## config.mk

```make
export PLATFORM = sky130hd
export DESIGN_NAME = aes_ctrl_seq
export DESIGN_NICKNAME = d
export VERILOG_FILES = /design/src/rtl/aes_ctrl_seq.sv
export SDC_FILE = /design/constraint.sdc
export NUM_CORES = 1
export LEC_CHECK = 0
export BUFFER_PORTS_ARGS = -buffer_cell sky130_fd_sc_hd__buf_2
export CAP_MARGIN = 10
export CORE_MARGIN = 2
export CORE_UTILIZATION = 32
export DETAILED_ROUTE_END_ITERATION = 8
export GPL_TIMING_DRIVEN = 0
export SETUP_SLACK_MARGIN = 0.05
export SLEW_MARGIN = 20
export SYNTH_ARGS = -nofsm -noshare
export SYNTH_HDL_FRONTEND = slang
export SYNTH_SLANG_ARGS = --single-unit
```

## constraint.sdc

```tcl
create_clock -name ClkxCI -period 1.6 [get_ports ClkxCI]
set_input_delay 0.32 -clock ClkxCI [delete_from_list [all_inputs] [get_ports ClkxCI]]
set_output_delay 0.32 -clock ClkxCI [all_outputs]
set_load 0.02 [all_outputs]
```

## src/rtl/aes_ctrl_seq.sv

```systemverilog
`timescale 1ns/1ps
// -----------------------------------------------------------------------------
// aes_ctrl_seq
//
// Round sequencer for the threshold-implementation AES datapath. Walks each
// round through the phases KA1 -> KA2 -> KA3 -> KS -> SR -> MC. The round
// counter is kept here, and MixColumns is left out of the final round. A
// one-cycle Done pulse marks the end of an encryption.
//
// Optional feature macro: AES_CTRL_STALL_EN
//   Defined   : the StallxSI port exists. StallxSI=1 freezes the sequencer.
//   Undefined : there is no StallxSI port and the sequencer never freezes.
//
// Handshake: StartxSI is a level request. It is sampled only in IDLE, and in
// DONE for a back-to-back start, and is ignored while busy. AbortxSI takes
// priority over Start and over Stall, and returns to IDLE on the next edge.
// DonexSO is high for exactly the DONE cycle, or for longer if stalled there.
//
// Ports:
//   ClkxCI                 clock, rising edge
//   RstxRI                 asynchronous active-high reset
//   StartxSI               start request
//   AbortxSI               abort, back to IDLE
//   StallxSI               freeze (only with AES_CTRL_STALL_EN)
//   StateIDLExS            in IDLE
//   State1xS               first cycle of any round
//   StateKEYADDITION1o3xS  in KA1 phase
//   StateKEYADDITION2o3xS  in KA2 phase
//   StateKEYADDITION3o3xS  in KA3 phase
//   StateKEYSCHEDULExS     in KS phase
//   StateSHIFTROWSxS       in SR phase
//   doMixColumnsxS         in MC phase
//   EndKA1xS               last cycle of KA1
//   LastCyclexS            last cycle of the current round
//   RoundxDO               current round number
//   LastRoundxSO           busy and in the final round
//   BusyxSO                neither IDLE nor DONE
//   DonexSO                completion pulse
//   StatexDO               debug: encoded FSM state
// -----------------------------------------------------------------------------
module aes_ctrl_seq #(
  parameter int KA1_CYC = 4,
  parameter int KA2_CYC = 8,
  parameter int KA3_CYC = 4,
  parameter int KS_CYC  = 3,
  parameter int SR_CYC  = 1,
  parameter int MC_CYC  = 4,
  parameter int NROUNDS = 10,
  localparam int RND_W  = $clog2(NROUNDS + 1)
) (
  input  logic             ClkxCI,
  input  logic             RstxRI,
  input  logic             StartxSI,
  input  logic             AbortxSI,
`ifdef AES_CTRL_STALL_EN
  input  logic             StallxSI,
`endif
  output logic             StateIDLExS,
  output logic             State1xS,
  output logic             StateKEYADDITION1o3xS,
  output logic             StateKEYADDITION2o3xS,
  output logic             StateKEYADDITION3o3xS,
  output logic             StateKEYSCHEDULExS,
  output logic             StateSHIFTROWSxS,
  output logic             doMixColumnsxS,
  output logic             EndKA1xS,
  output logic             LastCyclexS,
  output logic [RND_W-1:0] RoundxDO,
  output logic             LastRoundxSO,
  output logic             BusyxSO,
  output logic             DonexSO,
  output logic [2:0]       StatexDO
);

  function automatic int maxOf(input int a, input int b);
    return (a > b) ? a : b;
  endfunction

  // The phase counter only ever has to reach the longest phase length minus one.
  localparam int PH_MAX = maxOf(maxOf(maxOf(KA1_CYC, KA2_CYC), maxOf(KA3_CYC, KS_CYC)),
                                maxOf(SR_CYC, MC_CYC));
  localparam int PH_W   = (PH_MAX > 1) ? $clog2(PH_MAX) : 1;

  typedef enum logic [2:0] {
    IDLE = 3'd0,
    KA1  = 3'd1,
    KA2  = 3'd2,
    KA3  = 3'd3,
    KS   = 3'd4,
    SR   = 3'd5,
    MC   = 3'd6,
    DONE = 3'd7
  } state_t;

  state_t            StatexDP;
  logic [PH_W-1:0]   PhCntxDP;
  logic [RND_W-1:0]  RoundxDP;

  logic [PH_W-1:0]   phLastxS;
  logic              phEndxS;
  logic              stallxS;
  logic              lastRndxS;

`ifdef AES_CTRL_STALL_EN
  assign stallxS = StallxSI;
`else
  assign stallxS = 1'b0;
`endif

  // Terminal count of the phase that is currently active.
  always_comb begin
    phLastxS = '0;
    case (StatexDP)
      KA1:     phLastxS = PH_W'(KA1_CYC - 1);
      KA2:     phLastxS = PH_W'(KA2_CYC - 1);
      KA3:     phLastxS = PH_W'(KA3_CYC - 1);
      KS:      phLastxS = PH_W'(KS_CYC - 1);
      SR:      phLastxS = PH_W'(SR_CYC - 1);
      MC:      phLastxS = PH_W'(MC_CYC - 1);
      default: phLastxS = '0;
    endcase
  end

  assign phEndxS   = (PhCntxDP == phLastxS);
  assign lastRndxS = (RoundxDP == RND_W'(NROUNDS));

  always_ff @(posedge ClkxCI or posedge RstxRI) begin
    if (RstxRI) begin
      StatexDP <= IDLE;
      PhCntxDP <= '0;
      RoundxDP <= '0;
    end else if (AbortxSI) begin
      // Abort overrides Start and Stall. No Done pulse is produced.
      StatexDP <= IDLE;
      PhCntxDP <= '0;
      RoundxDP <= '0;
    end else if (!stallxS) begin
      case (StatexDP)
        IDLE: begin
          PhCntxDP <= '0;
          if (StartxSI) begin
            StatexDP <= KA1;
            RoundxDP <= RND_W'(1);
          end
        end
        KA1, KA2, KA3, KS: begin
          if (phEndxS) begin
            PhCntxDP <= '0;
            case (StatexDP)
              KA1:     StatexDP <= KA2;
              KA2:     StatexDP <= KA3;
              KA3:     StatexDP <= KS;
              default: StatexDP <= SR;
            endcase
          end else begin
            PhCntxDP <= PhCntxDP + PH_W'(1);
          end
        end
        SR: begin
          if (phEndxS) begin
            PhCntxDP <= '0;
            // The final round has no MixColumns phase.
            StatexDP <= lastRndxS ? DONE : MC;
          end else begin
            PhCntxDP <= PhCntxDP + PH_W'(1);
          end
        end
        MC: begin
          if (phEndxS) begin
            PhCntxDP <= '0;
            StatexDP <= KA1;
            RoundxDP <= RoundxDP + RND_W'(1);
          end else begin
            PhCntxDP <= PhCntxDP + PH_W'(1);
          end
        end
        DONE: begin
          PhCntxDP <= '0;
          // Start seen in DONE launches the next encryption with no IDLE gap.
          if (StartxSI) begin
            StatexDP <= KA1;
            RoundxDP <= RND_W'(1);
          end else begin
            StatexDP <= IDLE;
            RoundxDP <= '0;
          end
        end
        default: begin
          StatexDP <= IDLE;
          PhCntxDP <= '0;
          RoundxDP <= '0;
        end
      endcase
    end
  end

  // Moore outputs: every output is a decode of the registered state only.
  assign StateIDLExS           = (StatexDP == IDLE);
  assign State1xS              = (StatexDP == KA1) && (PhCntxDP == '0);
  assign StateKEYADDITION1o3xS = (StatexDP == KA1);
  assign StateKEYADDITION2o3xS = (StatexDP == KA2);
  assign StateKEYADDITION3o3xS = (StatexDP == KA3);
  assign StateKEYSCHEDULExS    = (StatexDP == KS);
  assign StateSHIFTROWSxS      = (StatexDP == SR);
  assign doMixColumnsxS        = (StatexDP == MC);
  assign EndKA1xS              = (StatexDP == KA1) && phEndxS;
  assign LastCyclexS           = ((StatexDP == SR) && phEndxS && lastRndxS) ||
                                 ((StatexDP == MC) && phEndxS);
  assign RoundxDO              = RoundxDP;
  assign BusyxSO               = (StatexDP != IDLE) && (StatexDP != DONE);
  assign LastRoundxSO          = BusyxSO && lastRndxS;
  assign DonexSO               = (StatexDP == DONE);
  assign StatexDO              = StatexDP;

endmodule

```

==> results.json, run 1 <==
{
  "worstSkewPairLatency_ns": 0.27,
  "end_kind": "output pin",
  "cts_htree_levels": 1,
  "antenna_cells": 0,
  "mappedNetlistArea_um2": 896,
  "cap_viol_max_count": 0,
  "final_min_period_over_clock_period_pct": 137,
  "final-setup-viol-count": 19,
  "timing.fmax_mhz": 458,
  "intPower_mw": 1.17,
  "tightestPinTransition_ns": 0.450,
  "worst_hold_path_type": "in2async",
  "worst_path_max_delay_cell": "dfrtp_1",
  "path_max_fanout": 6,
  "postRouteAntennaNets": 0,
  "yosys_warnings": 0,
  "placed_area_mm2": 0.00110,
  "layout_setup_ws_ns": -0.585,
  "grt_max_degree": 11,
  "dieHeight_um": 56.9,
  "most_common_cell_after_layout_fill_and_taps_aside": "buf_6",
  "count_of_hold_buffers_inserted_by_post_cts_repair": 0,
  "timing_hold_violations_final": 0,
  "ys_ff_latch": 10,
  "power.density_mw_per_mm2": 1290,
  "average_wire_length_per_cell_after_detail_routing_um": 16.6,
  "via_count": 999,
  "floorplan.io_pins": 24,
  "most_frequent_cell_on_the_critical_path": "buf_6",
  "vias_per_inst": 5.43,
  "drt_pass1_iterations": 4,
  "startpoint_of_the_lowest_slack_register_to_register_path": "PhCntxDP[0]",
  "timing.slew.headroom_pct": 70.0,
  "criticalPathCategory": "reg2out",
  "rr_endpoint": "StatexDO[0]",
  "gr-usage-all-layers_pct": 19.1,
  "place_congestion": 0.826,
  "drive_gt1_share_pct": 68.0,
  "clockRootBuffer": "clkbuf_4",
  "critical_path.top_delay_family": "simple AND/OR/NAND/NOR gates",
  "worst_ir_drop_vdd_v": 0.000934,
  "synth_nets": 111,
  "initial_core_util_pct": 33.1,
  "worstSetupEndpoint": "EndKA1xS",
  "tritoncts.num_buffers": 3,
  "combinationalPowerShare_pct": 72.3,
  "totalNegativeSetupSlack_ns": -4.09,
  "report.final.slew_viol_count": 0,
  "arrival_ns": 1.87,
  "synth_cells": 103,
  "rsz0062_at_grt": "yes",
  "antenna_found_initial": 0,
  "finalNonFillerCells": 184,
  "core_mm2": 0.00271,
  "place.detailed.instances": 156,
  "nets": 162,
  "cts.reportedPaths.clkPinSlew_ns": 0.07,
  "clockPowerShare_pct": 11.6,
  "swShare_pct": 42.3,
  "outcome": "finished, violations left",
  "finalPower_mw": 2.03,
  "cp_cell_sequence": "buf_6, or3b_4, o311a_1, nor3_2, a31o_2, and2_4, buf_6",
  "cts_tree": "built",
  "layout-area-overhead-vs-synth_pct": 75.4,
  "clk_path_buf_depth": 2,
  "fin_worst_skew_ns": 0.00303,
  "failing_checks": "negative setup slack",
  "synth.avg_cell_area_um2": 8.70,
  "cpPeakStageDelay_ns": 0.39,
  "grt_first_pass_wirelength_um": 4840,
  "route.final.wire_length_um": 3050,
  "cell_area_after_layout_mm2": 0.00157,
  "drcViolationCount": 0,
  "worst_ep_required_time_ns": 1.28,
  "grt_overflow_total": 0,
  "total_leakage_power_nw": 0.705,
  "setup.worst_path.start_class": "flip-flop",
  "drt_first_iter_violations": 25,
  "port_buffers": 22,
  "synth-seq-area-share_pct": 27.9,
  "numClockSinks": 10,
  "dieWidth_um": 56.9,
  "first_global_vias": 1017,
  "worstPathBufferInverterCount": 2,
  "most_frequent_cells_in_the_layout": "buf_6, buf_4, buf_2",
  "dpl.hpwl_um": 1870,
  "number_of_placement_rows": 19,
  "die-area_mm2": 0.00324,
  "r2r_setup_slack_ns": -0.42,
  "yosys.cell_types.count": 40,
  "fillCellCount": 262,
  "startpoint": "PhCntxDP[0]",
  "switching_power_summed_over_all_nets_mw": 0.861,
  "min_clock_period_post_route_ns": 2.19,
  "reg2reg_depth": 9,
  "power.sequential.fraction_pct": 16.1,
  "path_depth": 7
}
-- per-layer routing --
metal | global-route usage (%) | share of wire (%) | vias to the layer above
li1 | - | - | 473
met1 | 24.8 | 42 | 486
met2 | 32.5 | 52 | 33
met3 | 1.84 | 3.8 | 7
met4 | 7.31 | 1.7 | 0
met5 | 0 | 0 | -
-- timing repair --
action | CTS | global route
buffers inserted | 20 | 5
endpoints found under the setup margin | 21 | 22
pin swaps | 13 | 9
gates resized for setup | 45 | 26
-- state kept, by name, summed over array words and instances (netlist names) --
| name | flops |
|---|---|
| RoundxDO | 4 |
| StatexDO | 3 |
| PhCntxDP | 3 |
-- cells by family after synthesis --
group / count (synthesis) / synth area share, %
and+or+nand+nor: 44 / 29.8
AOI/OAI and AO/OA: 25 / 19.4
adders and majority gates: 4 / 5.59
xor gates and xnor gates: 2 / 1.96
muxes: 2 / 2.93
buffers and inverters: 16 / 12.4
DFF: 10 / 27.9
-- cell usage after synthesis --
cell       n  area share, %
dfrtp_1   10             28
inv_1      9            3.8
nand2_1    7            2.9
nor2_1     7            2.9
o21ai_0    7            3.9
a21oi_1    6            3.4
and3_1     4            2.8
buf_6      4            5.0
ha_1       4            5.6
nor3_1     4            2.2
nor3b_1    3            2.5
nor4_1     3            2.1
nor4b_1    3            2.9
a211oi_1   2            1.7
a22o_1     2            2.0
and2_1     2            1.4
clkbuf_8   2            3.1
o21ai_2    2            2.0
a211oi_2   1            1.4
a22oi_1    1           0.84
a31o_2     1           0.98
and2_2     1           0.84
and2b_2    1           0.98
and3b_1    1           0.98
buf_2      1           0.56
mux2_2     1            1.3
mux2_4     1            1.7
nand2b_1   1           0.70
nand3b_1   1           0.84
nor2b_1    1           0.70
nor3_2     1            1.1
nor4_2     1            1.4
o221a_2    1            1.3
o311a_1    1            1.1
o32ai_1    1           0.98
or2_2      1           0.70
or3_1      1           0.70
or3b_1     1           0.98
xnor2_1    1           0.98
xor2_1     1           0.98
-- metrics by stage --
stage	util [%]	worst slack [ns]	hold slack (ns)
2_1_floorplan	-	-0.216	0.160
3_3_place_gp	40.8	-0.420	0.325
3_5_place_dp	40.8	-0.445	0.334
4_1_cts	53.1	-0.545	0.0515
5_1_grt	58.0	-0.671	0.0578
6_report	58.0	-0.585	0.0409
-- power by group through the flow --
stage	clock, mW	sequential, mW	combinational [mW]
2_1_floorplan	0	0.362	0.597
3_3_place_gp	0	0.344	0.797
3_5_place_dp	0	0.348	0.817
4_1_cts	0.237	0.323	1.25
5_1_grt	0.253	0.331	1.56
6_report	0.236	0.327	1.47
-- how the worst min path moves through the flow --
stage / startpoint / to / slack, ns / depth (start not counted)
3_3_place_gp: RstxRI / RoundxDO[3] / 0.32 / 2
5_1_grt: RstxRI / PhCntxDP[0] / 0.06 / 2
4_1_cts: RstxRI / RoundxDO[0] / 0.05 / 2
6_report: RstxRI / RoundxDO[3] / 0.04 / 2
2_1_floorplan: RstxRI / PhCntxDP[0] / 0.16 / 1
3_5_place_dp: RstxRI / RoundxDO[2] / 0.33 / 2
-- layout make-up --
type / count / area (um^2) / area share (%)
Multi-Input combinational cell: 77 / 721 / 45.9
Clock buffer: 4 / 36.3 / 2.31
Inverter: 9 / 40.0 / 2.55
Buffer: 7 / 85.1 / 5.41
Tap cell: 31 / 38.8 / 2.47
Sequential cell: 10 / 255 / 16.2
Timing Repair Buffer: 46 / 395 / 25.2
No activity file was read; power rests on OpenSTA's default activity.
==> run 2: changes to the inputs <==
Settings changed: BUFFER_PORTS_ARGS -buffer_cell sky130_fd_sc_hd__buf_2 to default, DONT_BUFFER_PORTS from default to 1.
==> results.json, run 2 (synthesis gave the netlist of run 1 again) <==
{
  "report.final.slew_viol_count": 0,
  "average_wire_length_per_cell_after_detail_routing_um": 17.4,
  "die-area_mm2": 0.00324,
  "timing.slew.headroom_pct": 73.0,
  "path_max_fanout": 5,
  "drt_first_iter_violations": 22,
  "power.density_mw_per_mm2": 1300,
  "outcome": "finished, violations left",
  "cts_htree_levels": 1,
  "numClockSinks": 10,
  "worst_hold_startpoint": "AbortxSI",
  "cts_tree": "built",
  "r2r_setup_slack_ns": -0.31,
  "worst_ep_required_time_ns": 1.28,
  "final_core_util_pct": 49.1,
  "grt_overflow_total": 0,
  "number_of_flip_flops_in_the_largest_register": 4,
  "layout-area-overhead-vs-synth_pct": 48.6,
  "total_leakage_power_nw": 0.549,
  "tightestPinTransition_ns": 0.405,
  "min_clock_period_post_route_ns": 2.19,
  "cts.reportedPaths.clkPinSlew_ns": 0.07,
  "rr_endpoint": "StatexDO[0]",
  "fin_worst_skew_ns": 0.00246,
  "final_min_period_over_clock_period_pct": 137,
  "clockRootBuffer": "clkbuf_4",
  "dieWidth_um": 56.9,
  "postRouteAntennaNets": 0,
  "criticalPathCategory": "reg2out",
  "worstSkewPairLatency_ns": 0.27,
  "min_path_cells": 2,
  "tritoncts.num_buffers": 3,
  "antenna_found_initial": 0,
  "initial_core_util_pct": 33.1,
  "failing_checks": "negative setup slack",
  "arrival_ns": 1.87,
  "grt_max_degree": 11,
  "dieHeight_um": 56.9,
  "layout_setup_ws_ns": -0.588,
  "worst_hold_path_type": "in2reg",
  "end_kind": "output pin",
  "port_buffers": 0,
  "first_global_vias": 929,
  "number_of_placement_rows": 19,
  "timing_hold_violations_final": 0,
  "route.final.wire_length_um": 2720,
  "startpoint": "PhCntxDP[0]",
  "final-setup-viol-count": 22,
  "dpl.hpwl_um": 1730,
  "most_frequent_cells_in_the_layout": "buf_4, inv_1, buf_6",
  "timing.fmax_mhz": 457,
  "startpoint_of_the_lowest_slack_register_to_register_path": "PhCntxDP[0]",
  "cap_viol_max_count": 0,
  "drive_gt1_share_pct": 57.9,
  "grt_first_pass_wirelength_um": 4600,
  "antenna_cells": 0,
  "vias_per_inst": 5.52,
  "floorplan.io_pins": 24,
  "most_common_cell_after_layout_fill_and_taps_aside": "buf_4",
  "reg2reg_depth": 7,
  "core_mm2": 0.00271,
  "hold-path-endpoint": "PhCntxDP[1]",
  "totalNegativeSetupSlack_ns": -4.63,
  "drt_pass1_iterations": 4,
  "gr-usage-all-layers_pct": 18.5,
  "via_count": 867,
  "nets": 135,
  "place_congestion": 0.775,
  "clk_path_buf_depth": 2,
  "drcViolationCount": 0,
  "setup.worst_path.start_class": "flip-flop",
  "rsz0062_at_grt": "yes",
  "worst_ir_drop_vdd_v": 0.000868
}
-- run 2: per-layer routing --
metal | up-vias | global-route usage, % | routed length, um
li1 | 416 | - | -
met2 | 25 | 31.2 | 1340
met5 | - | 0 | 0
met3 | 4 | 7.37 | 226
met4 | 0 | 7.64 | 38
met1 | 422 | 20.6 | 1120
-- run 2: report_power, final --
part | total (mW) | switching (mW) | internal, mW
sequential | 0.373 | 0.0866 | 0.286
combinational | 1.12 | 0.594 | 0.522
clock | 0.237 | 0.0986 | 0.138
total | 1.73 | 0.779 | 0.947
-- run 2: worst max-delay path by stage --
stage                     slack (ns)  endpoint
after floorplan                -0.22  EndKA1xS
after global placement         -0.32  EndKA1xS
after detailed placement       -0.36  EndKA1xS
after CTS                      -0.50  EndKA1xS
after global routing           -0.66  EndKA1xS
final                          -0.59  EndKA1xS
-- run 2: what timing repair did --
action / in CTS / in global routing
pin swaps: 8 / 6
gates resized for setup: 32 / 11
setup buffers: 17 / 2
endpoints found under the setup margin: 21 / 23
endpoints found under the hold margin: 10 / 0
hold buffers: 1 / 0
gates cloned: 0 / 0
-- run 2: per-stage QoR --
step / instances / total power, mW / hold WS (ns) / worst slack (ns) / cell area (um^2)
after floorplan: 103 / 0.958 / 0.160 / -0.216 / 956
after CTS: 156 / 1.64 / 0.281 / -0.503 / 1290
final: 157 / 1.73 / 0.284 / -0.588 / 1330
after global placement: 134 / 1.06 / 0.216 / -0.324 / 995
after global routing: 157 / 1.83 / 0.282 / -0.661 / 1330
after detailed placement: 134 / 1.08 / 0.222 / -0.361 / 995
-- run 2: final cells by class --
class / count / area, um^2
Buffer: 7 / 87.6
Clock buffer: 4 / 36.3
Fill cell: 271 / 1380
Inverter: 9 / 36.3
Multi-Input combinational cell: 77 / 719
Sequential cell: 10 / 255
Tap cell: 31 / 38.8
Timing Repair Buffer: 19 / 158
-- run 2: worst max-delay path, stage by stage (launching register included) --
cell and delay (ns):
dfrtp_1 0.39, buf_6 0.13, or3b_4 0.37, o311a_1 0.15, nor3_2 0.22, a31o_2 0.15, and2_4 0.17
